==> src/rtl/memory_controller.sv <==
// Byte-wide RAM port arbiter: serialises 1/2/4-byte loads, stores and instruction fetches
// into per-byte RAM cycles and returns a one-cycle completion pulse to the requester.
module memory_controller #(
    parameter int         ADDR_WIDTH = 32,
    parameter logic [1:0] IO_ADDR_HI = 2'b11
) (
    input  logic                  clk_in,
    input  logic                  rst_in,
    input  logic                  rdy_in,
    input  logic                  roll_back,
    input  logic                  io_buffer_full,
    input  logic [7:0]            mem_din,
    output logic [7:0]            mem_dout,
    output logic [ADDR_WIDTH-1:0] mem_a,
    output logic                  mem_wr,
    input  logic                  lsb_load,
    input  logic [ADDR_WIDTH-1:0] load_address,
    input  logic [5:0]            op_type_load,
    output logic                  finish_load,
    output logic [31:0]           data_load,
    input  logic                  lsb_store,
    input  logic [ADDR_WIDTH-1:0] store_address,
    input  logic [31:0]           data_store,
    input  logic [5:0]            op_type_store,
    output logic                  finish_store,
    input  logic                  ifetch_req,
    input  logic [ADDR_WIDTH-1:0] ifetch_addr,
    output logic                  ifetch_done,
    output logic [31:0]           ifetch_data
);
    localparam logic [5:0] OP_LB  = 6'd1;
    localparam logic [5:0] OP_LH  = 6'd2;
    localparam logic [5:0] OP_LW  = 6'd3;
    localparam logic [5:0] OP_LBU = 6'd4;
    localparam logic [5:0] OP_LHU = 6'd5;
    localparam logic [5:0] OP_SB  = 6'd6;
    localparam logic [5:0] OP_SH  = 6'd7;
    localparam logic [5:0] OP_SW  = 6'd8;

    typedef enum logic [2:0] {IDLE, STORE, LOAD, FETCH, DONE} state_t;

    state_t                state;
    logic [2:0]            cnt;
    logic [2:0]            len;
    logic [ADDR_WIDTH-1:0] addr;
    logic [5:0]            op;
    logic [31:0]           wdata;
    logic [31:0]           asm_data;
    logic [7:0]            din_hold;
    logic                  held;
    logic                  last_data;

    logic [2:0]            cnt_nxt;
    logic [ADDR_WIDTH-1:0] addr_nxt;
    logic [31:0]           wshift;
    logic [7:0]            rd_byte;
    logic [31:0]           asm_next;
    logic [31:0]           ext;
    logic                  io_stall;
    logic                  pick_fetch;

    function automatic logic [2:0] len_of(input logic [5:0] o);
        case (o)
            OP_LB, OP_LBU, OP_SB: len_of = 3'd1;
            OP_LH, OP_LHU, OP_SH: len_of = 3'd2;
            default:              len_of = 3'd4;
        endcase
    endfunction

    assign cnt_nxt    = cnt + 3'd1;
    assign addr_nxt   = addr + ADDR_WIDTH'(cnt_nxt);
    assign wshift     = wdata >> {cnt_nxt[1:0], 3'b000};
    assign io_stall   = (addr[17:16] == IO_ADDR_HI) && io_buffer_full;
    assign mem_wr     = (state == STORE) && rdy_in && !io_stall;
    assign pick_fetch = ifetch_req && (!lsb_load || last_data);
    // The RAM keeps running while frozen, so the byte due at resume is parked in din_hold.
    assign rd_byte    = held ? din_hold : mem_din;

    always_comb begin
        asm_next = asm_data;
        case (cnt)
            3'd1:    asm_next[7:0]   = rd_byte;
            3'd2:    asm_next[15:8]  = rd_byte;
            3'd3:    asm_next[23:16] = rd_byte;
            3'd4:    asm_next[31:24] = rd_byte;
            default: ;
        endcase
    end

    always_comb begin
        ext = asm_next;
        case (op)
            OP_LB:   ext = {{24{asm_next[7]}}, asm_next[7:0]};
            OP_LBU:  ext = {24'd0, asm_next[7:0]};
            OP_LH:   ext = {{16{asm_next[15]}}, asm_next[15:0]};
            OP_LHU:  ext = {16'd0, asm_next[15:0]};
            default: ;
        endcase
    end

    always_ff @(posedge clk_in or posedge rst_in) begin
        if (rst_in) begin
            state        <= IDLE;
            cnt          <= '0;
            len          <= '0;
            addr         <= '0;
            op           <= '0;
            wdata        <= '0;
            asm_data     <= '0;
            din_hold     <= '0;
            held         <= 1'b0;
            last_data    <= 1'b1;
            mem_a        <= '0;
            mem_dout     <= '0;
            finish_load  <= 1'b0;
            finish_store <= 1'b0;
            ifetch_done  <= 1'b0;
            data_load    <= '0;
            ifetch_data  <= '0;
        end else begin
            finish_load  <= 1'b0;
            finish_store <= 1'b0;
            ifetch_done  <= 1'b0;
            if (!rdy_in) begin
                if ((state == LOAD || state == FETCH) && !held) begin
                    din_hold <= mem_din;
                    held     <= 1'b1;
                end
            end else begin
                held <= 1'b0;
                case (state)
                    IDLE: begin
                        if (lsb_store) begin
                            state    <= STORE;
                            addr     <= store_address;
                            wdata    <= data_store;
                            len      <= len_of(op_type_store);
                            cnt      <= '0;
                            mem_a    <= store_address;
                            mem_dout <= data_store[7:0];
                        end else if (!roll_back && (lsb_load || ifetch_req)) begin
                            cnt      <= '0;
                            asm_data <= '0;
                            if (pick_fetch) begin
                                state     <= FETCH;
                                addr      <= ifetch_addr;
                                mem_a     <= ifetch_addr;
                                op        <= OP_LW;
                                len       <= 3'd4;
                                last_data <= 1'b0;
                            end else begin
                                state     <= LOAD;
                                addr      <= load_address;
                                mem_a     <= load_address;
                                op        <= op_type_load;
                                len       <= len_of(op_type_load);
                                last_data <= 1'b1;
                            end
                        end
                    end
                    STORE: begin
                        if (!io_stall) begin
                            if (cnt == len - 3'd1) begin
                                state        <= DONE;
                                finish_store <= 1'b1;
                            end else begin
                                cnt      <= cnt_nxt;
                                mem_a    <= addr_nxt;
                                mem_dout <= wshift[7:0];
                            end
                        end
                    end
                    LOAD, FETCH: begin
                        if (roll_back) begin
                            state <= IDLE;
                        end else begin
                            asm_data <= asm_next;
                            if (cnt == len) begin
                                state <= DONE;
                                if (state == FETCH) begin
                                    ifetch_done <= 1'b1;
                                    ifetch_data <= asm_next;
                                end else begin
                                    finish_load <= 1'b1;
                                    data_load   <= ext;
                                end
                            end else begin
                                cnt <= cnt_nxt;
                                if (cnt_nxt < len) mem_a <= addr_nxt;
                            end
                        end
                    end
                    DONE:    state <= IDLE;
                    default: state <= IDLE;
                endcase
            end
        end
    end
endmodule

==> config.mk <==
export PLATFORM = sky130hd
export DESIGN_NAME = memory_controller
export DESIGN_NICKNAME = d
export VERILOG_FILES = /design/src/rtl/memory_controller.sv
export SDC_FILE = /design/constraint.sdc
export NUM_CORES = 1
export LEC_CHECK = 0
export ABC_AREA = 1
export BUFFER_PORTS_ARGS = -buffer_cell sky130_fd_sc_hd__buf_4
export CAP_MARGIN = 40
export CORE_MARGIN = 3
export CORE_UTILIZATION = 52
export CTS_CLUSTER_SIZE = 25
export DETAILED_ROUTE_END_ITERATION = 8
export PLACE_DENSITY = 0.81
export SLEW_MARGIN = 40
export SYNTH_ARGS = -nofsm -noshare
export SYNTH_HDL_FRONTEND = slang
export SYNTH_SLANG_ARGS = --single-unit
export TNS_END_PERCENT = 30
==> constraint.sdc <==
create_clock -name clk_in -period 12.57 [get_ports clk_in]
set_input_delay 2.514 -clock clk_in [delete_from_list [all_inputs] [get_ports clk_in]]
set_output_delay 2.514 -clock clk_in [all_outputs]
set_load 0.01 [all_outputs]
# Word level (Yosys, flattened, before mapping)
# Index checks and enable logic that the tools add are counted.
# totals
regBits	228
input_bits	156
output_inout_bits	108
word_cells	159
# op_classes
n_addsub	3
order_cmp	1
n_eq_ne	37
shifts	1
muxes	61
n_bitwise	4
reduce_logical	35
# ops
op	count
two-way mux 32 bit	11
case mux 32 bit (4 select lines)	1
case mux 32 bit (3 select lines)	1
two-way mux 8 bit	8
case mux 32 bit (2 select lines)	1
== test 6 x 3 -> 1 bit (second input constant)	10
two-way mux 3 bit	15
adder 32 x 3 -> 32 bit	1
>> shifter 32 x 5 -> 8 bit	1
AND reduction 5 bit	5
== test 6 x 1 -> 1 bit (second input constant)	3
== test 6 x 2 -> 1 bit (second input constant)	3
two-way mux 1 bit	18
case mux 3 bit (3 select lines)	2
inequality test 2 bit (second input constant)	8
case mux 8 bit (2 select lines)	1
== test 3 x 2 -> 1 bit (second input constant)	4
case mux 3 bit (2 select lines)	2
OR reduction 3 bit	4
AND reduction 8 bit	1
nonzero test 2 bit	4
AND reduction 7 bit	1
== test 3 x 1 -> 1 bit (second input constant)	2
== test 3 bit	2
other kinds (18)	33

# Longest topological paths before layout
# Gate-level depths: netlist (run 1).
# logic_depth
word_depth	7
ltp_mapped	16
depth_no_buf	15

# Worst setup path after synthesis (run 1)
# Ideal clock, no wire load.
# synth_path
path_type	input to output
startpoint	input rdy_in
endpoint	output mem_wr
arrival_ps	3009
required_ps	10056
setup_slack_ps	7047
path_stages	3
path_buffers	1
cell_sequence	clkbuf_1 nand2_1 nor2_1
# synth_via
elab_chain_len	2
# synth_rtl
item	line	source
start: declaration	9	input logic rdy_in,
logical AND 1 bit (2 in series)	74	assign mem_wr = (state == STORE) && rdy_in && !io_stall;
end: declaration	15	output logic mem_wr,
# Every way passes these cells.

# Worst setup path in the final report (run 1)
# layout_path
startpoint	input io_buffer_full
endpoint	output mem_wr
# layout_via
elab_chain_len	3
# layout_rtl
item	line	source
start: declaration	11	input logic io_buffer_full,
logical AND 1 bit	73	assign io_stall = (addr[17:16] == IO_ADDR_HI) && io_buffer_full;
logical NOT 1 bit	-	
logical AND 1 bit	74	
# Every way passes these cells.

==> impl_metrics.toml, run 1 <==
[worst_setup_path]
worstPathArrival_ns = 3.07
rr_endpoint = "mem_a[20]"
slowest_delay_ns = 0.13
crit_path_cell_trace = "buf_4 > nand3_1 > nand2_1 > nor2_1 > buf_4"
start_kind = "input port"
reg2reg_from = "cnt[0]"
reg2regPathDepth = 15
r2r_slack_ns = 8.82
worst_path_most_repeated_cell = "buf_4"
crit_path_max_fanout = 2
end_kind = "output pin"
cp.depth = 5
worst_ep_required_time_ns = 10.06
cp_slowest_cell = "nand3_1"
critPathTopFamily = "simple AND/OR/NAND/NOR gates"
critPathBufInv = 2
critical_path_class = "in -> out"

[min_path]
hold_depth = 2
hold_start = "ifetch_data[27]"
holdCritPathClass = "reg -> reg"
worstHoldEndpoint = "ifetch_data[27]"

[cts]
cts_tree = "done"
cts.repair.resized = 0
clk_latency_ns = 0.53
cts_made_buffers = 25
cts_root_buffer = "clkbuf_16"
clk_pin_slew_worst_paths_ns = 0.06
htree_levels = 1
clockBufferDepth = 3
cts_sinks = 228
hold_buffers = 0
cts_setup_buffers = 0

[synth]
synth_cell_type_count = 41
netlist_area_mm2 = 0.0119
ys_async_sr_fraction_pct = 100
yosysMostFrequentCell = "nand2_1"
ys_seq_elements = 228
ys.flop_type = "dfrtp_1"
avgSynthCellArea_um2 = 7.63
yosys.area.top_type = "dfrtp_1"
synth_edf_count = 0
syn-num-nets = 1730
yosysWarnings = 0
synthCells = 1561
synth_area_leaders = "dfrtp_1, nand2_1, o21ai_0"
ys_seq_area_share_pct = 47.9
synth_common_cells = "nand2_1, dfrtp_1, o21ai_0"
yosysTopAreaCellShare_pct = 47.7

[placement]
gp_congestion = 0.998
place_hpwl_mm = 25.3
io_buffer_count = 263

[die]
die_w_um = 157
chipHeight_um = 157
io_pins = 264
core_area_mm2 = 0.0222
start_util_pct = 53.7
dieArea_mm2 = 0.0248
fp-row-count = 54

[drt]
drc_errors = 0
ant_nets = 0
detail_route.first_pass.iterations = 6
wl_mm = 34.9
wl_per_cell_um = 16.7
drt_iter0_markers = 936
num_vias = 11379
vias_per_cell = 5.44

[sta]
final_max_slew_viol_count = 0
min_period_over_period_pct = 44.5
tightest_slew_ns = 0.882
fin_setup_tns_ns = 0
rsz0062_at_grt = "false"
relSlewSlack_pct = 40.6
final-hold-violation-count = 0
timing.fmax_mhz = 179
fin_crit_ns = 5.59
finClkSkew_ns = 0.0223
setup_violations = 0

[cells_and_area]
post-route-util_pct = 67.2
insertedDiodeCount = 0
fin_nets = 1964
area_delta_synth_final_pct = 25.0
nFillCells = 1882
layout-drive-gt1-share_pct = 20.3

[run]
maxCapViolCount = 0

[pwr]
powerDensity_mw_per_mm2 = 232
ir_drop_mv = 0.104
p_leak_uw = 0.00749

[global_route]
grt_max_degree = 84
grt_pass1_vias = 10875
overflow = 0
grt_pass1_wl_mm = 55.2
antenna_found_initial = 0
grt_use_total_pct = 27.6

[status]
outcome = "complete, no violations"
registers in the layout (all words and copies together), names as in the netlist:
| name | cells |
|---|---|
| addr | 32 |
| asm_data | 32 |
| cnt | 3 |
| data_load | 32 |
| din_hold | 8 |
| finish_load | 1 |
| finish_store | 1 |
| held | 1 |
| ifetch_data | 32 |
| ifetch_done | 1 |
| last_data | 1 |
| len | 3 |
| mem_a | 32 |
| mem_dout | 8 |
| op | 6 |
| state | 3 |
| wdata | 32 |
metal layers:
| layer | GRT usage [%] | up-vias | share of wire (%) |
|---|---|---|---|
| met4 | 8.47 | 0 | 2.9 |
| li1 | - | 5522 | - |
| met3 | 5.09 | 60 | 8.0 |
| met5 | 0 | - | 0 |
| met2 | 45.1 | 482 | 47 |
| met1 | 37.5 | 5315 | 43 |
report_power, final:
part	internal [uW]	switching [uW]
clock	453	294
sequential	1030	203
combinational	561	912
worst register-to-register path, stage by stage, from the launching register on:
cell     delay [ns]
dfrtp_1        0.33
buf_4          0.32
inv_1          0.25
ha_1           0.83
inv_1          0.25
fa_1           0.44
inv_1          0.11
nand3_1        0.08
nand2_1        0.16
nand2_1        0.12
nor2_1         0.35
nand2_1        0.10
nand2_1        0.08
nand3_1        0.07
nand3_1        0.09
nand2_1        0.05
area by class of cell:
type                            count  area, um^2  share of cell area, %
Sequential cell                   228        5710                   38.3
Multi-Input combinational cell   1124        5350                   36.0
Timing Repair Buffer              278        2120                   14.2
Clock buffer                       34         709                   4.77
Inverter                          138         528                   3.55
Tap cell                          280         350                   2.35
Clock inverter                      8         119                  0.799
worst max path at each step:
stage	start	endpoint	slack [ns]
finish	io_buffer_full	mem_wr	6.98
global route	io_buffer_full	mem_wr	6.89
CTS	io_buffer_full	mem_wr	6.95
detailed placement	io_buffer_full	mem_wr	6.95
global placement	io_buffer_full	mem_wr	6.93
floorplan	rst_in	addr[0]	3.81
logic make-up (layout without fill, tap and decap cells):
group | count (synthesis) | in the layout | share of synthesized area [%]
multiplexers | 20 | 20 | 1.89
buffers and inverters | 209 | 458 | 7.33
XOR/XNOR | 7 | 7 | 0.515
AND/OR/NAND/NOR | 796 | 796 | 27.5
AO/OA/AOI/OAI | 288 | 288 | 13.4
adder cells (fa/ha/maj) | 13 | 13 | 1.43
flip-flops | 228 | 228 | 47.9
cells in the final DEF, fill, tap and decap left out, types with 20 or more instances in the layout:
cell type	count
nand3_1	118
a31oi_1	21
buf_4	276
a21oi_1	51
clkbuf_16	25
inv_1	128
dfrtp_1	227
nor2_1	139
o21ai_0	146
mux2_2	20
nand2_1	501
per-stage QoR:
step           setup slack [ns]  area [um^2]  total power [uW]  instances  hold slack [ns]
2_1_floorplan              3.81        11900              2170       1561            0.445
3_3_place_gp               6.93        14000              2640       2045            0.457
3_5_place_dp               6.95        14000              2700       2046            0.462
4_1_cts                    6.95        14900              3460       2088            0.475
5_1_grt                    6.89        14900              3710       2090            0.504
6_report                   6.98        14900              3460       2090            0.471
(Power assumes the default switching activity.)
==> run 2: changes to the inputs <==
--- a/config.mk
+++ b/config.mk
@@ -9,7 +9,7 @@
 export BUFFER_PORTS_ARGS = -buffer_cell sky130_fd_sc_hd__buf_4
 export CAP_MARGIN = 40
 export CORE_MARGIN = 3
-export CORE_UTILIZATION = 52
+export CORE_UTILIZATION = 50
 export CTS_CLUSTER_SIZE = 25
 export DETAILED_ROUTE_END_ITERATION = 8
 export PLACE_DENSITY = 0.81
==> constraint.sdc (replaced) <==
create_clock -name clk_in -period 5.1 [get_ports clk_in]
set_input_delay 1.02 -clock clk_in [delete_from_list [all_inputs] [get_ports clk_in]]
set_output_delay 1.02 -clock clk_in [all_outputs]
set_load 0.01 [all_outputs]
==> run 2 against run 1 <==
Against the previous run: worst setup slack got worse by 5.2 ns; clock skew decreased by 0.00084 ns; first-iteration DRC count increased by 5.6%; final cell count increased by 1.7%; sequential share of layout area decreased by 0.068 points; sequential power increased by 150%; power increased by 140%.
==> impl_metrics.toml, run 2 (synthesis gave the netlist of run 1 again) <==
[sta]
setup_violations = 0
whs_ns = 0.472
tightest_slew_ns = 0.923
timing.fmax_mhz = 301
fin_crit_ns = 3.32
fin_setup_tns_ns = 0
finClkSkew_ns = 0.0214
min_period_over_period_pct = 65.2
rsz0062_at_grt = "false"
final-hold-violation-count = 0
final_max_slew_viol_count = 0
relSlewSlack_pct = 37.8

[worst_setup_path]
cp_slowest_cell = "ha_1"
critPathBufInv = 3
worstPathArrival_ns = 3.73
critPathTopFamily = "adder cells"
cp-startpoint = "cnt[0]"
crit_path_cell_trace = "inv_1 > ha_1 > inv_1 > fa_1 > inv_1 > nand3_1 > nand2_1 > nand2_1 > nor2_1 > nand2_1 > nand2_1 > nand3_1 > nand3_1 > nand2_1"
reg2reg_from = "cnt[0]"
cp.depth = 14
cp-endpoint = "mem_a[24]"
rr_endpoint = "mem_a[24]"
reg2regPathDepth = 14
r2r_slack_ns = 1.78
end_kind = "register"
start_kind = "register"
worst_ep_required_time_ns = 5.51
worst_path_most_repeated_cell = "nand2_1"
slowest_delay_ns = 0.77
critical_path_class = "reg -> reg"
crit_path_max_fanout = 19

[global_route]
grt_max_degree = 156
grt_use_met1_pct = 35.6
overflow = 0
grt-busiest-layer = "met2"
grt_use_total_pct = 26.0
antenna_found_initial = 3
grt_use_met2_pct = 42.1
grt_pass1_vias = 10771
grt_use_met3_pct = 4.41
grt_pass1_wl_mm = 55.1

[status]
outcome = "complete, no violations"

[cts]
clockBufferDepth = 3
cts_made_buffers = 24
hold_buffers = 0
htree_levels = 1
cts_tree = "done"
clk_pin_slew_worst_paths_ns = 0.06
cts_setup_buffers = 0
cts_root_buffer = "clkbuf_16"
clk_latency_ns = 0.53
cts.repair.resized = 0
cts_sinks = 228

[drt]
wl_mm = 34.5
drt_iter0_markers = 988
num_vias = 11373
detail_route.first_pass.iterations = 6
drc_errors = 0
wl_per_cell_um = 16.2
vias_per_cell = 5.35
ant_nets = 0

[placement]
placed_cell_area_mm2 = 0.0141
io_buffer_count = 263
place_hpwl_mm = 25.5
gp_congestion = 0.960

[cells_and_area]
nFillCells = 1959
postLayoutCellArea_mm2 = 0.0149
layout.cells.most_common = "nand2_1"
layout.cells.most_common_list = "nand2_1, buf_4, dfrtp_1"
fin_nets = 1962
layout-drive-gt1-share_pct = 20.3
area_delta_synth_final_pct = 25.2

[die]
fp-row-count = 55
io_pins = 264
chipHeight_um = 160
core_area_mm2 = 0.0231
start_util_pct = 51.7
die_w_um = 160
dieArea_mm2 = 0.0257

[pwr]
ir_drop_mv = 0.341
powerDensity_mw_per_mm2 = 566
p_leak_uw = 0.00747

[min_path]
holdCritPathClass = "reg -> reg"

[run]
maxCapViolCount = 0
## run 2: power by group
| part | internal, uW | total [uW] | switching [uW] |
|---|---|---|---|
| Combinational | 1390 | 3620 | 2230 |
| Clock | 1050 | 1760 | 715 |
| Sequential | 2550 | 3050 | 509 |
| Total | 4980 | 8440 | 3450 |
## run 2: layer usage
layer,vias to the layer above,part of all wire [%]
met1,5314,43
met5,-,0
li1,5544,-
met2,447,46
met3,68,7.6
met4,0,3.3
## run 2: cell type report
class / instances / area [um^2] / share of cell area [%]
clock buffers: 38 / 743 / 4.98
diodes: 3 / 7.51 / 0.0503
repair buffers: 277 / 2120 / 14.2
inverters: 138 / 523 / 3.51
multi-input cells: 1124 / 5350 / 35.9
clock inverters: 5 / 61.3 / 0.411
flip-flops and latches: 228 / 5710 / 38.3
well taps: 313 / 392 / 2.63
## run 2: worst register-to-register path, stage by stage, from the launching register on
cell and delay, ns:
dfrtp_1 0.47, inv_1 0.20, ha_1 0.78, inv_1 0.19
fa_1 0.43, inv_1 0.12, nand3_1 0.08, nand2_1 0.16
nand2_1 0.12, nor2_1 0.30, nand2_1 0.08, nand2_1 0.07
nand3_1 0.07, nand3_1 0.09, nand2_1 0.05
## run 2: worst min path at each step
stage | startpoint | to | slack [ns] | cells past startpoint
2_1_floorplan | state[0] | finish_load | 0.45 | 1
3_5_place_dp | ifetch_data[17] | ifetch_data[17] | 0.46 | 2
5_1_grt | mem_a[4] | mem_a[4] | 0.50 | 2
3_3_place_gp | ifetch_data[31] | ifetch_data[31] | 0.46 | 2
6_report | ifetch_data[19] | ifetch_data[19] | 0.47 | 2
4_1_cts | ifetch_data[17] | ifetch_data[17] | 0.48 | 2
## run 2: metrics by stage
stage,worst slack [ns],util [%],std cells,power [uW]
after detailed placement,1.75,61.0,2078,6660
after global routing,1.46,64.7,2126,9070
after global placement,1.88,60.9,2077,6520
after floorplan,1.10,-,1561,5350
final,1.78,64.7,2126,8440
after CTS,1.78,64.5,2121,8440
